### config.mk
export PLATFORM = sky130hd
export DESIGN_NAME = y86_writeback
export DESIGN_NICKNAME = d
export VERILOG_FILES = /design/src/rtl/y86_pkg.sv /design/src/rtl/y86_writeback_regfile.sv /design/src/rtl/y86_writeback.sv
export SDC_FILE = /design/constraint.sdc
export NUM_CORES = 2
export LEC_CHECK = 0
export ABC_AREA = 0
export CORE_AREA = 5 5 455 457
export CTS_CLUSTER_SIZE = 10
export DETAILED_ROUTE_END_ITERATION = 7
export DIE_AREA = 0 0 460 462
export HOLD_SLACK_MARGIN = 0.03
export PLACE_DENSITY = 0.64
export SLEW_MARGIN = 15
export SYNTH_ARGS = -nofsm -noshare
export SYNTH_HDL_FRONTEND = slang
export SYNTH_SLANG_ARGS = --single-unit
### constraint.sdc
create_clock -name clk -period 4.8 [get_ports clk]
set_clock_uncertainty 0.1 [all_clocks]
set_input_delay 0.48 -clock clk [delete_from_list [all_inputs] [get_ports clk]]
set_output_delay 0.48 -clock clk [all_outputs]
set_load 0.01 [all_outputs]
### src/rtl/y86_pkg.sv
`default_nettype none
// ============================================================================
// Package  : y86_pkg
// Purpose  : Shared types and constants for the Y86-64 pipeline: status
//            codes, instruction codes, register-file sentinels and the
//            W pipeline register layout.
// Revision : 1.0 - initial release
// ============================================================================
package y86_pkg;

  // Instruction status codes
  localparam logic [2:0] SAOK = 3'd1;
  localparam logic [2:0] SHLT = 3'd2;
  localparam logic [2:0] SADR = 3'd3;
  localparam logic [2:0] SINS = 3'd4;

  // Instruction codes
  localparam logic [3:0] IHALT   = 4'h0;
  localparam logic [3:0] INOP    = 4'h1;
  localparam logic [3:0] IRRMOVQ = 4'h2;
  localparam logic [3:0] IIRMOVQ = 4'h3;
  localparam logic [3:0] IRMMOVQ = 4'h4;
  localparam logic [3:0] IMRMOVQ = 4'h5;
  localparam logic [3:0] IOPQ    = 4'h6;
  localparam logic [3:0] IJXX    = 4'h7;
  localparam logic [3:0] ICALL   = 4'h8;
  localparam logic [3:0] IRET    = 4'h9;
  localparam logic [3:0] IPUSHQ  = 4'hA;
  localparam logic [3:0] IPOPQ   = 4'hB;

  // Register index meaning "no register"
  localparam logic [3:0] RNONE = 4'hF;

  // Number of architectural registers (RNONE is not backed by storage)
  localparam int NREGS = 15;

  typedef struct packed {
    logic        valid;
    logic [2:0]  stat;
    logic [3:0]  icode;
    logic [63:0] valE;
    logic [63:0] valM;
    logic [3:0]  dstE;
    logic [3:0]  dstM;
  } w_reg_t;

  // A bubble is an invalid NOP that reports AOK and writes nothing.
  function automatic w_reg_t w_bubble();
    w_reg_t w;
    w.valid = 1'b0;
    w.stat  = SAOK;
    w.icode = INOP;
    w.valE  = 64'd0;
    w.valM  = 64'd0;
    w.dstE  = RNONE;
    w.dstM  = RNONE;
    return w;
  endfunction

endpackage
`default_nettype wire

### src/rtl/y86_writeback_regfile.sv
`default_nettype none
// ============================================================================
// Module   : y86_writeback_regfile
// Purpose  : 15 x 64-bit Y86-64 register file. Two combinational read ports,
//            one debug read port and two write ports sharing one enable.
//            Port M is applied after port E, so M wins on a common index.
// Ports    : clk, rst         - clock, synchronous active-high reset
//            i_we             - commit enable for both write ports
//            i_dstE/i_valE    - write port E (index F = no write)
//            i_dstM/i_valM    - write port M (index F = no write)
//            i_srcA/i_srcB    - read indices (F reads as 0)
//            o_rA/o_rB        - read data, array contents only
//            i_dbg_sel/o_dbg  - debug read (F reads as 0)
// Revision : 1.0 - initial release
// ============================================================================
module y86_writeback_regfile
  import y86_pkg::*;
#(
  parameter logic [63:0] STACK_INIT = 64'd256
) (
  input  logic        clk,
  input  logic        rst,
  input  logic        i_we,
  input  logic [3:0]  i_dstE,
  input  logic [63:0] i_valE,
  input  logic [3:0]  i_dstM,
  input  logic [63:0] i_valM,
  input  logic [3:0]  i_srcA,
  input  logic [3:0]  i_srcB,
  output logic [63:0] o_rA,
  output logic [63:0] o_rB,
  input  logic [3:0]  i_dbg_sel,
  output logic [63:0] o_dbg
);

  logic [63:0] r_regs [NREGS];

  always_ff @(posedge clk) begin
    if (rst) begin
      for (int i = 0; i < NREGS; i++) begin
        r_regs[i] <= (i == 4) ? STACK_INIT : 64'd0;
      end
    end else if (i_we) begin
      if (i_dstE != RNONE) r_regs[i_dstE] <= i_valE;
      // Later assignment wins: popq %rsp keeps the popped value.
      if (i_dstM != RNONE) r_regs[i_dstM] <= i_valM;
    end
  end

  assign o_rA  = (i_srcA    == RNONE) ? 64'd0 : r_regs[i_srcA];
  assign o_rB  = (i_srcB    == RNONE) ? 64'd0 : r_regs[i_srcB];
  assign o_dbg = (i_dbg_sel == RNONE) ? 64'd0 : r_regs[i_dbg_sel];

endmodule
`default_nettype wire

### src/rtl/y86_writeback.sv
`default_nettype none
// ============================================================================
// Module   : y86_writeback
// Purpose  : Write-back stage of the pipelined Y86-64 core. Holds the W
//            pipeline register, commits valE/valM into the register file,
//            serves the decode read ports (optionally bypassing the pending
//            W write), tracks the sticky halt state and counts retirements.
// Ports    : clk, rst                 - clock, synchronous active-high reset
//            W_stall, W_bubble        - W register hold / bubble controls
//            m_stat..m_dstM           - memory-stage results to latch
//            srcA/srcB, rvalA/rvalB   - decode read ports (combinational)
//            W_dstE/W_dstM/W_valE/W_valM - W contents for decode forwarding
//            stat, halted, retired    - status, sticky halt, retire count
//            dbg_sel, dbg_val         - debug register read
// Revision : 1.0 - initial release
// ============================================================================
module y86_writeback
  import y86_pkg::*;
#(
  parameter logic [63:0] STACK_INIT = 64'd256,
  parameter bit          BYPASS     = 1'b1
) (
  input  logic        clk,
  input  logic        rst,
  input  logic        W_stall,
  input  logic        W_bubble,
  input  logic [2:0]  m_stat,
  input  logic [3:0]  m_icode,
  input  logic [63:0] m_valE,
  input  logic [63:0] m_valM,
  input  logic [3:0]  m_dstE,
  input  logic [3:0]  m_dstM,
  input  logic [3:0]  srcA,
  input  logic [3:0]  srcB,
  output logic [63:0] rvalA,
  output logic [63:0] rvalB,
  output logic [3:0]  W_dstE,
  output logic [3:0]  W_dstM,
  output logic [63:0] W_valE,
  output logic [63:0] W_valM,
  output logic [2:0]  stat,
  output logic        halted,
  output logic [63:0] retired,
  input  logic [3:0]  dbg_sel,
  output logic [63:0] dbg_val
);

  w_reg_t      r_w;
  logic        r_halted;
  logic [63:0] r_retired;

  logic        w_we;
  logic        w_exc;
  logic [63:0] w_arr_rA;
  logic [63:0] w_arr_rB;
  logic        w_unused_icode;

  // A stalled W is re-presented next cycle, so committing now would
  // write (and count) it twice.
  assign w_we  = r_w.valid && (r_w.stat == SAOK) && !r_halted && !W_stall;
  assign w_exc = r_w.valid && (r_w.stat != SAOK);

  always_ff @(posedge clk) begin
    if (rst) begin
      r_w       <= w_bubble();
      r_halted  <= 1'b0;
      r_retired <= 64'd0;
    end else if (!r_halted) begin
      if (w_exc) r_halted <= 1'b1;
      if (w_we)  r_retired <= r_retired + 64'd1;
      if (!W_stall) begin
        if (W_bubble) begin
          r_w <= w_bubble();
        end else begin
          r_w.valid <= 1'b1;
          r_w.stat  <= m_stat;
          r_w.icode <= m_icode;
          r_w.valE  <= m_valE;
          r_w.valM  <= m_valM;
          r_w.dstE  <= m_dstE;
          r_w.dstM  <= m_dstM;
        end
      end
    end
  end

  y86_writeback_regfile #(
    .STACK_INIT (STACK_INIT)
  ) u_regfile (
    .clk       (clk),
    .rst       (rst),
    .i_we      (w_we),
    .i_dstE    (r_w.dstE),
    .i_valE    (r_w.valE),
    .i_dstM    (r_w.dstM),
    .i_valM    (r_w.valM),
    .i_srcA    (srcA),
    .i_srcB    (srcB),
    .o_rA      (w_arr_rA),
    .o_rB      (w_arr_rB),
    .i_dbg_sel (dbg_sel),
    .o_dbg     (dbg_val)
  );

  generate
    if (BYPASS) begin : g_bypass
      // M is checked before E to mirror the write-port ordering.
      assign rvalA = (srcA == RNONE)                ? 64'd0    :
                     (w_we && (srcA == r_w.dstM))   ? r_w.valM :
                     (w_we && (srcA == r_w.dstE))   ? r_w.valE :
                                                      w_arr_rA;
      assign rvalB = (srcB == RNONE)                ? 64'd0    :
                     (w_we && (srcB == r_w.dstM))   ? r_w.valM :
                     (w_we && (srcB == r_w.dstE))   ? r_w.valE :
                                                      w_arr_rB;
    end else begin : g_no_bypass
      assign rvalA = w_arr_rA;
      assign rvalB = w_arr_rB;
    end
  endgenerate

  assign W_dstE  = r_w.dstE;
  assign W_dstM  = r_w.dstM;
  assign W_valE  = r_w.valE;
  assign W_valM  = r_w.valM;
  assign stat    = r_w.stat;
  assign halted  = r_halted;
  assign retired = r_retired;

  // icode travels with the instruction but no write-back decision uses it.
  assign w_unused_icode = ^r_w.icode;

endmodule
`default_nettype wire

### After elaboration in Yosys (flattened, before gate mapping)

Memory sizes are Yosys's and may differ from the RTL's.
Index checks and enable logic that the tools add are counted.

* equality and inequality tests: 11
* bitwise gates (word level): 2
* add/subtract/negate cells: 1
* multiplexer cells: 26
* reductions and logical operators: 14

Operators with widths (count)
* $mux W64: 9
* $mux W144: 1
* $reduce_or A64 Y1: 2
* $add A64 B1 Y64 const B: 1
* $eq A4 B4 Y1: 4
* $mux W1: 14
* $eq A4 B4 Y1 const B: 3
* $logic_and A1 B1 Y1: 8
* $mux W4: 2
* $ne A4 B4 Y1 const B: 2
* $reduce_and A2 Y1: 2
* $eq A3 B1 Y1 const B: 1
* $ne A3 B1 Y1 const B: 1
* $logic_not A1 Y1: 2
* $not A1 Y1: 2

* output and inout port bits: 396
* word-level logic and storage cells: 63
* memories: 1
* RAM bits: 960
* bits in registers: 205

Memory list
* u_regfile.r_regs: words 15, width 64, read ports 3, clocked after memory_dff 0, write ports 15, RTL line y86_writeback_regfile.sv:36 `logic [63:0] r_regs [NREGS];`

### Logic depth before layout (Yosys ltp)

* depth after elaboration: 9
* gate-level depth with buffers: 9
* depth with buffers taken out: 6

### Cells and area by module

A second synthesis with hierarchy kept.

* cell total of the unflattened synthesis: 6135
* area, all modules: 73509.3 µm²

By module, submodules not included
* y86_writeback_regfile: sequential area each 28827.6 µm², instances 1, cells each 4526, area each 60987.2 µm²
* y86_writeback: sequential area each 4103.9 µm², instances 1, cells each 1609, area each 12522.0 µm²

### Least setup slack after synthesis

OpenSTA, ideal clock, no wires.

* kind: input-to-reg
* from: in W_stall
* to: mem u_regfile.r_regs[0][0] (enable)
* library setup time: 0.424 ns
* path buffers: 2
* stages: 6
* path slack: 1.033 ns
* arrival time: 3.242 ns
* required time: 4.276 ns
* cell sequence: nor3b_2 nand4b_1 nor3_1 buf_2 clkbuf_1 or3_1

RTL lines
* start: declaration: RTL line y86_writeback.sv:25 `input logic W_stall,`
* end: declaration: RTL line y86_writeback_regfile.sv:36

### Worst setup path in the final report

* from: reg stat[1] (netlist name)
* to: out rvalB[11]

* longest elaborated chain between the ends: 8
* elaborated cells between the ends (all ways): 9

Ends and longest elaborated chain
* $eq A3 B1 Y1 (*): RTL line y86_writeback.sv:60 `assign w_we = r_w.valid && (r_w.stat == SAOK) && !r_halted && !W_stall;`
* $logic_and A1 B1 Y1 (*) (3 in series): RTL line y86_writeback.sv:60
* $logic_and A1 B1 Y1: RTL line y86_writeback.sv:114 `(w_we && (srcB == r_w.dstE)) ? r_w.valE :`
* $mux W64: RTL line y86_writeback.sv:114
* $mux W64 (*): RTL line y86_writeback.sv:113 `(w_we && (srcB == r_w.dstM)) ? r_w.valM :`
* $mux W64 (*): RTL line y86_writeback.sv:112 `assign rvalB = (srcB == RNONE) ? 64'd0 :`
* end: declaration: RTL line y86_writeback.sv:36 `output logic [63:0] rvalB,`

Every way passes the cells marked *; elsewhere a longest branch is shown, timed or not.

==> flow_metrics.tcl <==
set metrics [dict create \
    synth_top_area_share_pct 38.3 \
    power_density_nw_per_um2 303 \
    synth_area_leaders "edfxtp_1 (38%), mux4_2 (23%), nand2_1 (11%), o21ai_0 (5.7%), dfxtp_1 (5.1%)" \
    end_kind "output pin" \
    muxShareOfSynthArea_pct 23.3 \
    yosys-top-cells-count "nand2_1 (2348), edfxtp_1 (1024), o21ai_0 (923), mux4_2 (832), clkbuf_1 (827)" \
    ys_types 54 \
    rsz0062_at_grt "false" \
    netlist_area_um2 80300 \
    synth_edf_count 1024 \
    drv_slew 0 \
    fin_crit_sh_pct 98.6 \
    rows 166 \
    seqCellArea_um2 34900 \
    syn_to_final_growth_pct 15.6 \
    drc 0 \
    place_area_um2 88000 \
    cts_buffers 156 \
    clock_path_buffers 3 \
    worst_slew_pin_slew_ns 1.24 \
    ys_async_sr_fraction_pct 0 \
    routed_via_density 6.56 \
    grt_pass1_vias 67200 \
    grt-ovfl-total 0 \
    yosys_register_bits 1229 \
    synth_xor_area_share_pct 0.469 \
    crit_fanout 38 \
    io_buffer_count 550 \
    setup_violations 0 \
    antenna_left 0 \
    cts_tree "built" \
    final_util_pct 45.7 \
    worstHoldPathCells 3 \
    start_kind "flop" \
    synth_area_per_cell_um2 10.3 \
    grt_max_degree 129 \
    multiInputGateArea_um2 41100 \
    avgRoutedWirePerCell_um 32.2 \
    io_pins 555 \
    crit_path_top_delay_cell "clkdlybuf4s50_1" \
    slowest_delay_ns 0.65 \
    synth-compound-area-share_pct 11.0 \
    start_util_pct 39.6 \
    die_area_um2 213000 \
    cts_sinks 1229 \
    die_y_um 462 \
    drtIter0Drc 10800 \
    path_cells "nor3b_2 > buf_4 > nand2_2 > nor4_4 > buf_4 > a221oi_1 > nor2_1 > clkdlybuf4s50_1" \
    grt_first_pass_wirelength_mm 476 \
    final_area_um2 92900 \
    synthSimpleGateAreaFrac_pct 15.5 \
    yosys_warnings 0 \
    cp_num_cells 8 \
    outcome "completed" \
    hold_viol_final 0 \
    synth-main-ff-cell "edfxtp_1" \
    path_delay_family "buffers and inverters" \
    core_area_um2 203000 \
    routabilityCongestion 0.899 \
    synth_cells 7838 \
    dr.pass1.iters 8 \
    totalWireLength_mm 338 \
    seq_area_frac_synth_pct 43.4 \
    final_nets 7874 \
    dr_total_vias 69000 \
    power_uw 28200 \
    antenna_found_initial 18 \
    fmax_mhz 211 \
    vdd.ir_drop.worst_v 0.000386 \
    grt_use_total_pct 30.9 \
    cp_num_buf_inv 3 \
    critPathRequiredTime_ns 4.22 \
    hold_path.class "input port to flop" \
    synth_top_family_by_area "multiplexers" \
    insertion_delay_ns 0.82 \
    yosys.area.top_type "edfxtp_1" \
    synthAdderAreaFrac_pct 0.0156 \
    fillers 18300 \
    die_w_um 460 \
    clkTransAtPathRegs_ns 0.06 \
    p_leak_uw 0.0298 \
    cts-root-buf "clkbuf_16" \
    drive_gt1_share_pct 17.8 \
    critPathKind "flop to output pin" \
    hpwl_mm 198 \
    min_period_ns 4.73 \
    slew_headroom_pct 17.4 \
    yosysMostFrequentCell "nand2_1" \
    cap_violations 0 \
    reg2reg_depth 5 \
    crit_top_cell "buf_4" \
    cts_max_level 4 \
    arrival_ns 4.15 \
    fin_setup_tns_ns 0 \
]
## through the flow
| stage | hold WS [ns] | setup WS, ns | std cells |
|---|---|---|---|
| after floorplan | 0.369 | 1.03 | 7901 |
| after global placement | 0.347 | 0.548 | 10200 |
| after detailed placement | 0.348 | 0.507 | 10200 |
| after CTS | 0.0936 | 0.118 | 10500 |
| after global routing | 0.124 | 0.0465 | 10500 |
| final | 0.134 | 0.0674 | 10500 |
## repair_timing
item / 4_1_cts / 5_1_grt
gates resized for setup: 0 / 2
buffers inserted: 0 / 0
hold buffers: 2 / 0
setup endpoints to repair: 0 / 1
endpoints found under the hold margin: 15 / 0
## metal layers
layer	wire length, µm	part of all wire, %	track usage [%]
met1	114000	34	37.4
met5	119	0.035	0
met2	151000	45	47.9
met4	26400	7.8	20.7
met3	46800	14	9.08
## registers in the layout, indices dropped and copies added (netlist names)
name,count
W_dstM,4
retired,64
W_valM,64
W_valE,64
r_w,1
W_dstE,4
halted,1
u_regfile.r_regs,1024
stat,3
## worst register-to-register path: stages (launching register included)
cell	delay, ns
dfxtp_1	0.78
nor2b_1	0.26
nand4b_1	0.45
nor3_2	0.38
or3_4	0.62
buf_4	0.47
## final timing paths
kind	from	end	slack, ns
worst min-delay path	m_valE[35]	W_valE[35]$_SDFFE_PP0P_	0.13
worst min register to register	W_valE[26]$_SDFFE_PP0P_	W_valE[26]$_SDFFE_PP0P_	0.36
worst max register to register	W_dstM[2]$_SDFFE_PP1P_	u_regfile.r_regs[4][59]$_DFFE_PP_	1.36
worst max-delay path	stat[1]$_SDFFE_PP0P_	rvalB[11]	0.07
## logic make-up (layout without fill, tap and decap cells)
kind of cell	after synthesis	after routing
and+or+nand+nor	2998	2998
AOI/OAI and AO/OA	1558	1558
DFF	1229	1229
buffers and inverters	1175	1090
muxes	833	833
xor gates and xnor gates	43	43
adders and majority gates	1	1
other	1	74
## placed cells by master, fill, tap and decap left out, types with 63 or more instances in the layout
master              n
nand2_1          2347
edfxtp_1         1024
o21ai_0           923
mux4_2            832
clkdlybuf4s50_1   540
a22oi_1           254
nor2_1            243
dfxtp_1           203
buf_4             177
a21oi_1           171
clkbuf_16         159
nand3b_1          135
buf_12             92
nor2b_1            66
conb_1             64
a221oi_1           63
a31oi_1            63
## final cells by class
cell class                      count  area share (%)
Clock inverter                     44           0.558
Tap cell                         2688            3.62
Clock buffer                      216            4.60
Inverter                           11          0.0445
Multi-Input combinational cell   5497            44.2
Antenna cell                       10          0.0269
Sequential cell                  1229            37.5
Timing Repair Buffer              819            9.38
## power breakdown
group	switching [µW]	total (µW)	leakage, µW	internal [µW]
combinational	2290	4260	0.0152	1970
sequential	504	12400	0.0122	11900
clock	4920	11500	0.00231	6580
Note: power is estimated with default switching activity, not from simulation.
